--- config.mk ---
export PLATFORM = sky130hd
export DESIGN_NAME = bitbrick_seq_ctrl
export DESIGN_NICKNAME = d
export VERILOG_FILES = /design/src/rtl/bitbrick_seq_ctrl.sv
export SDC_FILE = /design/constraint.sdc
export NUM_CORES = 1
export LEC_CHECK = 0
export CAP_MARGIN = 20
export CORE_MARGIN = 10
export CORE_UTILIZATION = 50
export CTS_CLUSTER_SIZE = 24
export DETAILED_ROUTE_END_ITERATION = 10
export PLACE_DENSITY = 0.82
export SLEW_MARGIN = 0
export SYNTH_ARGS = -nofsm -noshare
export SYNTH_HDL_FRONTEND = slang
export SYNTH_SLANG_ARGS = --single-unit
export TNS_END_PERCENT = 20
--- constraint.sdc ---
create_clock -name clk -period 5.6 [get_ports clk]
set_clock_uncertainty 0.1 [all_clocks]
set_input_delay 0.84 -clock clk [delete_from_list [all_inputs] [get_ports clk]]
set_output_delay 0.84 -clock clk [all_outputs]
set_load 0.01 [all_outputs]
--- src/rtl/bitbrick_seq_ctrl.sv ---
// bitbrick_seq_ctrl: time-multiplexes one 2-bit bitbrick to compute a signed/unsigned multiply of up to 8x8
// bits, issuing one slice pair per cycle and accumulating the shifted partial products.
module bitbrick_seq_ctrl #(
   parameter int BB_LAT = 1,
   parameter int ACC_W  = 16
) (
   input  logic             clk,
   input  logic             reset,
   input  logic             in_valid,
   output logic             in_ready,
   input  logic [7:0]       a,
   input  logic [7:0]       b,
   input  logic [1:0]       prec_a,
   input  logic [1:0]       prec_b,
   input  logic             signed_a,
   input  logic             signed_b,
   output logic [1:0]       bb_x,
   output logic [1:0]       bb_y,
   output logic             bb_sign_x,
   output logic             bb_sign_y,
   input  logic [5:0]       bb_p,
   output logic             out_valid,
   input  logic             out_ready,
   output logic [ACC_W-1:0] out_product,
   output logic             busy
);
   typedef enum logic [1:0] {IDLE, ISSUE, DRAIN, DONE} state_t;
   // every tag stage except the last; DRAIN ends once only the last stage may still hold a tag
   localparam logic [BB_LAT-1:0] MID = BB_LAT'((1 << (BB_LAT - 1)) - 1);
   state_t state, state_nx;
   logic [7:0] a_r, b_r;
   logic sa_r, sb_r;
   logic [1:0] la, lb, i, j;
   logic [BB_LAT-1:0] vld;
   logic [BB_LAT-1:0][3:0] sh;
   logic [ACC_W-1:0] acc, pp;
   logic issue, last;
   assign issue = state == ISSUE;
   assign last = (i == la) && (j == lb);
   assign in_ready = state == IDLE;
   assign busy = state != IDLE;
   assign out_valid = state == DONE;
   assign out_product = acc;
   assign bb_x = issue ? a_r[{i, 1'b0} +: 2] : 2'b0;
   assign bb_y = issue ? b_r[{j, 1'b0} +: 2] : 2'b0;
   assign bb_sign_x = issue && sa_r && (i == la);
   assign bb_sign_y = issue && sb_r && (j == lb);
   assign pp = {{(ACC_W - 6){bb_p[5]}}, bb_p} << sh[BB_LAT-1];
   always_comb begin
      state_nx = state;
      unique case (state)
         IDLE:  state_nx = in_valid ? ISSUE : IDLE;
         ISSUE: state_nx = last ? DRAIN : ISSUE;
         DRAIN: state_nx = |(vld & MID) ? DRAIN : DONE;
         DONE:  state_nx = out_ready ? IDLE : DONE;
      endcase
   end
   always_ff @(posedge clk or posedge reset) begin
      if (reset) begin
         state <= IDLE;
         a_r <= '0;
         b_r <= '0;
         sa_r <= 1'b0;
         sb_r <= 1'b0;
         la <= '0;
         lb <= '0;
         i <= '0;
         j <= '0;
         vld <= '0;
         sh <= '0;
         acc <= '0;
      end else begin
         state <= state_nx;
         vld[0] <= issue;
         sh[0] <= {1'b0, i, 1'b0} + {1'b0, j, 1'b0};
         for (int k = 1; k < BB_LAT; k++) begin
            vld[k] <= vld[k-1];
            sh[k] <= sh[k-1];
         end
         if (state == IDLE && in_valid) begin
            a_r <= a;
            b_r <= b;
            sa_r <= signed_a;
            sb_r <= signed_b;
            la <= (prec_a == 2'd0) ? 2'd0 : (prec_a == 2'd1) ? 2'd1 : 2'd3;
            lb <= (prec_b == 2'd0) ? 2'd0 : (prec_b == 2'd1) ? 2'd1 : 2'd3;
            i <= '0;
            j <= '0;
            acc <= '0;
         end else begin
            if (vld[BB_LAT-1]) acc <= acc + pp;
            if (issue) begin
               i <= (i == la) ? 2'd0 : i + 2'd1;
               if (i == la) j <= j + 2'd1;
            end
         end
      end
   end
endmodule

== Word level (Yosys, flattened, before mapping) ==
Index checks and enable logic that the tools add are counted.

* Register bits after elaboration: 49
* Input port bits: 32
* Output and inout port bits: 25
* Logic and storage cells: 58

* $add $sub $neg: 4
* Equality and inequality tests: 7
* Shifts and indexed selects: 3
* Muxes and demuxes: 18
* Reduce and logical (&&, ||, !) cells: 14

{| class="wikitable"
|+ Operators by type and width
! operator !! number
|-
| $mux W16 || 2
|-
| $mux W2 || 14
|-
| $add A16 B16 Y16 || 1
|-
| $shiftx A8 B4 Y2 || 2
|-
| $shl A16 B4 Y16 || 1
|-
| $pmux W2 S4 || 1
|-
| $reduce_bool A2 Y1 || 4
|-
| $eq A2 B1 Y1 const B || 3
|-
| $logic_and A1 B1 Y1 || 6
|-
| $logic_not A2 Y1 || 3
|-
| $add A2 B1 Y2 const B || 2
|-
| $add A3 B3 Y4 || 1
|-
| $eq A2 B2 Y1 || 2
|-
| $eq A2 B2 Y1 const B || 2
|-
| $reduce_and A2 Y1 || 1
|-
| $mux W1 || 1
|}

== Longest topological paths before layout ==
Gate-level depths: netlist (run 1).

* Depth after elaboration: 4
* Mapped depth: 13
* Gate-level depth less buffers: 12

== Worst setup path after synthesis (run 1) ==
Ideal clock, no wire load.

* Kind: input port to flip-flop
* Start: input port bb_p[0]
* End: register acc[13] (netlist: out_product[13])
* Setup time: 86 ps
* Arrival time: 2,808 ps
* Required time: 5,414 ps
* Path slack: 2,606 ps
* Cell stages on the path: 11
* Buffers on the path: 0
* Cells stage by stage: mux2_2 -> nand2_1 -> o21ai_0 -> and2_1 -> ha_1 -> a21oi_1 -> o21a_1 -> o221ai_2 -> a221o_1 -> and3_1 -> nor3_1

* Word-level cells in the longest chain between the ends: 4

{| class="wikitable"
|+ RTL lines
! item !! RTL line !! RTL
|-
| from (decl) || 21 || <nowiki>input logic [5:0] bb_p,</nowiki>
|-
| $shl A16 B4 Y16 || 48 || <nowiki>assign pp = {{(ACC_W - 6){bb_p[5]}}, bb_p} << sh[BB_LAT-1];</nowiki>
|-
| $add A16 B16 Y16 || 91 || <nowiki>if (vld[BB_LAT-1]) acc <= acc + pp;</nowiki>
|-
| $mux W16 || 91 ||
|-
| $mux W16 || 80 || <nowiki>if (state == IDLE && in_valid) begin</nowiki>
|-
| to (signal assigned) || 91 ||
|-
| to (decl) || 36 || <nowiki>logic [ACC_W-1:0] acc, pp;</nowiki>
|}

No other way between the ends. The select of a mux whose other input is x is not followed.
A chain may end at the register's enable or synchronous reset.

== Final worst setup path (run 1) ==
* Start: input port bb_p[5]
* End: register acc[13] (netlist: out_product[13])

Same word-level chain as after synthesis.

==> results of run 1 <==
-- critical path: stages --
cell and delay (ns):
clkdlybuf4s50_1 0.57, nor2b_1 0.28, a21oi_1 0.07, o21ai_0 0.20, and2_1 0.17, ha_1 0.28
a21oi_1 0.19, o21a_1 0.17, o221ai_2 0.09, a221o_1 0.36, and3_1 0.18, nor3_1 0.17
-- cell type report --
cell class              instances  share of cell area
clock buffers                   5              0.0174
clock inverters                 3              0.0174
inverters                      13              0.0123
multi-input cells             294               0.470
flip-flops and latches         48               0.304
well taps                      75              0.0237
repair buffers                 59               0.156
-- sequential cells by signal (all words and copies together), names as in the netlist --
name         count
a_r              8
b_r              8
i                2
j                2
la               2
lb               2
out_product     16
sa_r             1
sb_r             1
sh               3
state            2
vld              1
-- routing by layer --
| metal | GRT usage | up-vias | wire length, µm |
|---|---|---|---|
| met5 | 0 | - | 0 |
| met4 | 0.0441 | 0 | 64 |
| met3 | 0.0457 | 7 | 516 |
| met2 | 0.281 | 81 | 3960 |
| met1 | 0.205 | 1366 | 3660 |
| li1 | - | 1387 | - |
-- cells by family after synthesis --
| kind of cell | after synthesis | synth area share |
|---|---|---|
| simple gates | 174 | 0.248 |
| compound gates | 74 | 0.161 |
| flops | 48 | 0.378 |
| buf+inv | 31 | 0.0370 |
| fa+ha+maj | 18 | 0.0756 |
| mux | 15 | 0.0638 |
| xor+xnor | 13 | 0.0358 |
-- how the worst max path moves through the flow --
stage	start	end	slack [ns]	depth (start not counted)
2_1_floorplan	bb_p[0]	out_product[13]$_DFFE_PP0P_	2.61	11
3_3_place_gp	bb_p[3]	out_product[9]$_DFFE_PP0P_	1.94	10
3_5_place_dp	bb_p[3]	out_product[9]$_DFFE_PP0P_	1.87	10
4_1_cts	bb_p[3]	out_product[9]$_DFFE_PP0P_	2.20	10
5_1_grt	bb_p[5]	out_product[13]$_DFFE_PP0P_	1.91	12
6_report	bb_p[5]	out_product[13]$_DFFE_PP0P_	2.18	12
-- where the power goes --
group | switching, µW | internal [µW] | total [µW]
combinational | 827 | 739 | 1570
clock | 129 | 180 | 309
sequential | 209 | 513 | 722
total | 1170 | 1430 | 2600
-- placed cells by master, fill, tap and decap left out, types with 3 or more instances in the layout --
master / n
mux4_2: 4
nor4_1: 4
nand4_1: 3
nor2_1: 30
a21oi_1: 21
clkdlybuf4s50_1: 56
a31oi_1: 3
and2_1: 11
o21ai_0: 16
a21o_1: 4
a211oi_1: 3
and3_1: 3
nor3_1: 7
xor2_1: 5
clkbuf_8: 5
mux2i_1: 9
nor2b_1: 5
inv_1: 12
o22ai_1: 3
nand2b_1: 11
nand2_1: 87
nand3_1: 5
xnor2_1: 8
ha_1: 16
dfrtp_1: 48
-- through the flow --
step	utilization	area (µm²)	total power [µW]	setup WS [ns]
final	0.653	3960	2600	2.18
after global routing	0.653	3960	2830	1.91
after CTS	0.645	3910	2580	2.20
after detailed placement	0.622	3770	2260	1.87
after global placement	0.622	3770	2200	1.94
after floorplan	-	3180	1790	2.61
==> metrics.csv, run 1 <==
stage,metric,value,unit
timing,worst slew pin tran,0.878,ns
cts,CTS buffer count,5,
logic_synthesis,sequential area share after synthesis,0.378,
setup_path,startpoint types,input pin,
timing,Final Hold Fails,0,
logic_synthesis,Yosys reg bits,48,
logic_synthesis,"Cell Area, Synth",3180,µm²
timing,Hold Slack,0.379,ns
finish,fill cell count,530,
pwr,Peak VDD IR,0.288,mV
route,Detailed Routing Iterations Pass 1,4,
timing,final setup TNS,0,ns
hold_path,hold endpoint,sa_r$_DFFE_PP0P_,
cts,Sink Count,48,
cts,clock slew at reported path FFs,0.10,ns
logic_synthesis,post-synth top area cell,dfrtp_1,
finish,antenna diode count,0,
finish,register area,1200,µm²
cts,clock root buffer,clkbuf_8,
global_route,vias in the first global route,2908,
finish,proportion of layout cells with a drive suffix above 1,0.0616,
placement,Cell Count Post-Placement,487,
cts,post-CTS sizing,0,
hold_path,Hold Crit Depth,2,
logic_synthesis,dominant cells by area after synthesis,"dfrtp_1, nand2_1, ha_1",
cts,htree depth,2,
setup_path,r2r setup slk,2.51,ns
logic_synthesis,Post-synth EDFFs,0,
floorplan,die width,99.7,µm
finish,final std cells w/o fill,497,
floorplan,# rows,28,
setup_path,data required time of the worst path,5.73,ns
floorplan,core area,6060,µm²
floorplan,Ports,57,
logic_synthesis,Cell variety after synth,53,
job,max_cap viols,0,
logic_synthesis,commonest cells in the netlist,"nand2_1, dfrtp_1, nor2_1, a21oi_1",
finish,multi-input logic area,1860,µm²
global_route,grt total ovfl,0,
route,detailed-route vias per instance,5.72,
setup_path,Crit. End Element,flop,
pwr,pwr/cell area,657,nW/µm²
global_route,largest net degree at the start of global routing,49,
timing,RSZ-0062 raised after global routing,no,
placement,Post-DP HPWL,6120,µm
run_status,status,completed,
finish,Final nets,471,
timing,highest clock rate,292,MHz
floorplan,Initial Util,0.524,
route,DR DRC count,0,
logic_synthesis,most frequent cell after synthesis,nand2_1,
logic_synthesis,syn_area_per_cell,8.52,µm²
global_route,global-route wire length before repair,14000,µm
logic_synthesis,Synth top area share,0.378,
cts,clock latency on the worst-skew pair,0.31,ns
floorplan,DIE AREA,9940,µm²
setup_path,worst-path maximum fanout,6,
setup_path,critical path arrival,3.55,ns
timing,slew margin rel.,0.415,
setup_path,cells on worst reg2reg path,9,
timing,post-layout min period,3.42,ns
placement,Port Buffers,56,
finish,synthesis-to-layout area growth,24.5,%
pwr,leakage power,0.00180,µW
route,wire per inst,16.5,µm
route,DRT Wirelength,8200,µm
route,post-route ant nets,0,
cts,CTS tree,built,
logic_synthesis,Async SR Flop Fraction,1.00,
route,DR iter-0 viols,153,
logic_synthesis,Yosys warning count,0,
placement,routability cong.,0.913,
setup_path,class of the most critical setup path,in -> reg,
hold_path,Hold Path Class,reg -> reg,
global_route,Total GRT Usage,0.167,
timing,setup violators final,0,
logic_synthesis,Main synth FF type,dfrtp_1,
setup_path,reg2reg end,out_product[9]$_DFFE_PP0P_,
logic_synthesis,Post-Synthesis Cells,373,
timing,Pins Over Slew Limit,0,
setup_path,reg2reg start,sh[1]$_DFF_PP0_,
cts,hold_buf cts,0,
cts,clk buf depth,2,
route,Vias,2841,
floorplan,Die Y,99.7,µm
global_route,antenna violations before repair,0,
logic_synthesis,Synthesized Nets,423,
cts,# Post-CTS Setup Buffers,0,
hold_path,hold path startpoint,sa_r$_DFFE_PP0P_,
timing,period utilization,0.611,
Note: power is estimated with default switching activity, not from simulation.
==> run 2, diff against run 1 <==
- clock period: 5.6 -> 3.4 ns (I/O delays scaled with it)
==> run 2 against run 1 <==
Net effect: first-iteration DRC count is 7.2% higher; routed wire length is 1.3% lower; sequential cell count did not move; die area is the same; register-to-register slack lost 2.2 ns; setup slack got worse by 1.9 ns; global-route usage fell by 0.38 points; power is 65% higher; critical path type is now reg -> reg; largest power group unchanged.
==> metrics.csv, run 2 (synthesis results as in run 1) <==
stage,metric,value,unit
run_status,status,completed,
timing,final setup TNS,0,ns
floorplan,die width,99.7,µm
finish,fill cell count,526,
placement,routability cong.,0.914,
cts,clock latency on the worst-skew pair,0.31,ns
placement,Port Buffers,56,
floorplan,core area,6060,µm²
pwr,switching power,1910,µW
route,Detailed Routing Iterations Pass 1,4,
cts,hold_buf cts,0,
route,DR DRC count,0,
route,post-route ant nets,0,
route,DRT Wirelength,8090,µm
finish,Final nets,477,
timing,setup slack after layout,0.277,ns
floorplan,Die Y,99.7,µm
placement,Place WS,0.0671,ns
timing,post-layout min period,3.12,ns
timing,highest clock rate,320,MHz
global_route,Total GRT Usage,0.164,
setup_path,worst-path maximum fanout,11,
pwr,leakage power,0.00182,µW
cts,Sink Count,48,
floorplan,Ports,57,
floorplan,Initial Util,0.524,
pwr,pwr/cell area,1080,nW/µm²
global_route,grt total ovfl,0,
timing,slew margin rel.,0.427,
timing,worst slew pin tran,0.859,ns
cts,htree depth,2,
pwr,Peak VDD IR,0.547,mV
timing,Final Hold Fails,0,
global_route,global-route wire length before repair,13800,µm
cts,CTS tree,built,
finish,max reg flops,16,
timing,Pins Over Slew Limit,0,
pwr,internal cell power,2380,µW
timing,setup violators final,0,
setup_path,critical path arrival,3.25,ns
pwr,switching share of power,0.445,
pwr,Comb power frac,0.605,
cts,clock slew at reported path FFs,0.10,ns
finish,proportion of layout cells with a drive suffix above 1,0.0748,
placement,Post-DP HPWL,6060,µm
cts,CTS buffer count,5,
finish,synthesis-to-layout area growth,25.3,%
timing,RSZ-0062 raised after global routing,no,
global_route,antenna violations before repair,0,
cts,# Post-CTS Setup Buffers,0,
route,detailed-route vias per instance,5.72,
finish,antenna diode count,0,
setup_path,cells on worst reg2reg path,11,
hold_path,Hold Path Class,in -> async,
setup_path,class of the most critical setup path,reg -> reg,
route,DR iter-0 viols,164,
cts,post-CTS sizing,0,
setup_path,Crit. End Element,flop,
route,wire per inst,16.1,µm
route,Vias,2876,
cts,clock root buffer,clkbuf_8,
job,max_cap viols,0,
setup_path,data required time of the worst path,3.53,ns
cts,clk buf depth,2,
finish,"commonest non-fill, non-tap cell in the layout",nand2_1,
pwr,sequential share of power,0.277,
global_route,vias in the first global route,2947,
timing,period utilization,0.918,
floorplan,# rows,28,
setup_path,startpoint types,flop,
global_route,largest net degree at the start of global routing,49,
pwr,Clock power frac,0.118,
floorplan,DIE AREA,9940,µm²
finish,most frequent cells in the layout,"nand2_1, clkdlybuf4s50_1, dfrtp_1, nor2_1, a21oi_1",
==> run 2: cell count changes in the layout (fill, tap and decap cells not counted) <==
cell / previous run / this run
buf_16: 1 / 0
buf_4: 1 / 8
==> run 2: final timing paths <==
path                       slack (ns)             start                           to
hold reg to reg                  0.37  sb_r$_DFFE_PP0P_             sb_r$_DFFE_PP0P_
setup / recovery                 0.28   sh[1]$_DFF_PP0_  out_product[13]$_DFFE_PP0P_
max in group asynchronous        2.46             reset           state[1]$_DFF_PP0_
hold / removal                   0.29             reset   out_product[3]$_DFFE_PP0P_
setup reg to reg                 0.28   sh[1]$_DFF_PP0_  out_product[13]$_DFFE_PP0P_
min in group clk                 0.37  sb_r$_DFFE_PP0P_             sb_r$_DFFE_PP0P_
==> run 2: through the flow <==
step	cells	util	hold WS, ns	total power [µW]	area [µm²]
after floorplan	373	-	0.337	2950	3180
after global placement	494	0.631	0.348	3690	3820
after detailed placement	494	0.631	0.355	3770	3820
after CTS	502	0.653	0.379	4290	3960
after global routing	503	0.657	0.294	4680	3980
final	503	0.657	0.290	4290	3980
==> run 2: cell type report <==
| class | instances | area [µm²] | share of cell area |
|---|---|---|---|
| multi-input cells | 294 | 1860 | 0.467 |
| flip-flops and latches | 48 | 1200 | 0.302 |
| well taps | 75 | 93.8 | 0.0236 |
| repair buffers | 65 | 641 | 0.161 |
| inverters | 13 | 48.8 | 0.0123 |
| clock inverters | 3 | 68.8 | 0.0173 |
| clock buffers | 5 | 68.8 | 0.0173 |
==> run 2: critical path, cell delays in order (launching register included) <==
cell and delay, ns:
dfrtp_1 0.60, mux2_2 0.41, nand2_1 0.07, o21ai_0 0.11
and2_1 0.21, ha_1 0.35, a21oi_1 0.22, o21a_1 0.17
o221ai_2 0.09, a221o_1 0.37, and3_1 0.19, nor3_1 0.17
==> run 2: power by group through the flow <==
stage	Clock, µW	Combinational (µW)	Sequential, µW
floorplan	0	1890	1060
global placement	0	2520	1170
detailed placement	0	2570	1200
CTS	513	2590	1190
global route	532	2910	1240
finish	506	2600	1190
==> run 2: per-layer routing <==
metal / wire [µm] / track usage / vias up
met5: 0 / 0 / -
met4: 137 / 0.0474 / 0
met3: 524 / 0.0457 / 15
met2: 3840 / 0.278 / 87
met1: 3590 / 0.196 / 1383
li1: - / - / 1391
==> run 3, diff against run 2 <==
- SKIP_LAST_GASP: unset -> 1
==> results of run 3 <==
The final DEF is identical to that of run 2; final timing and power are the same.
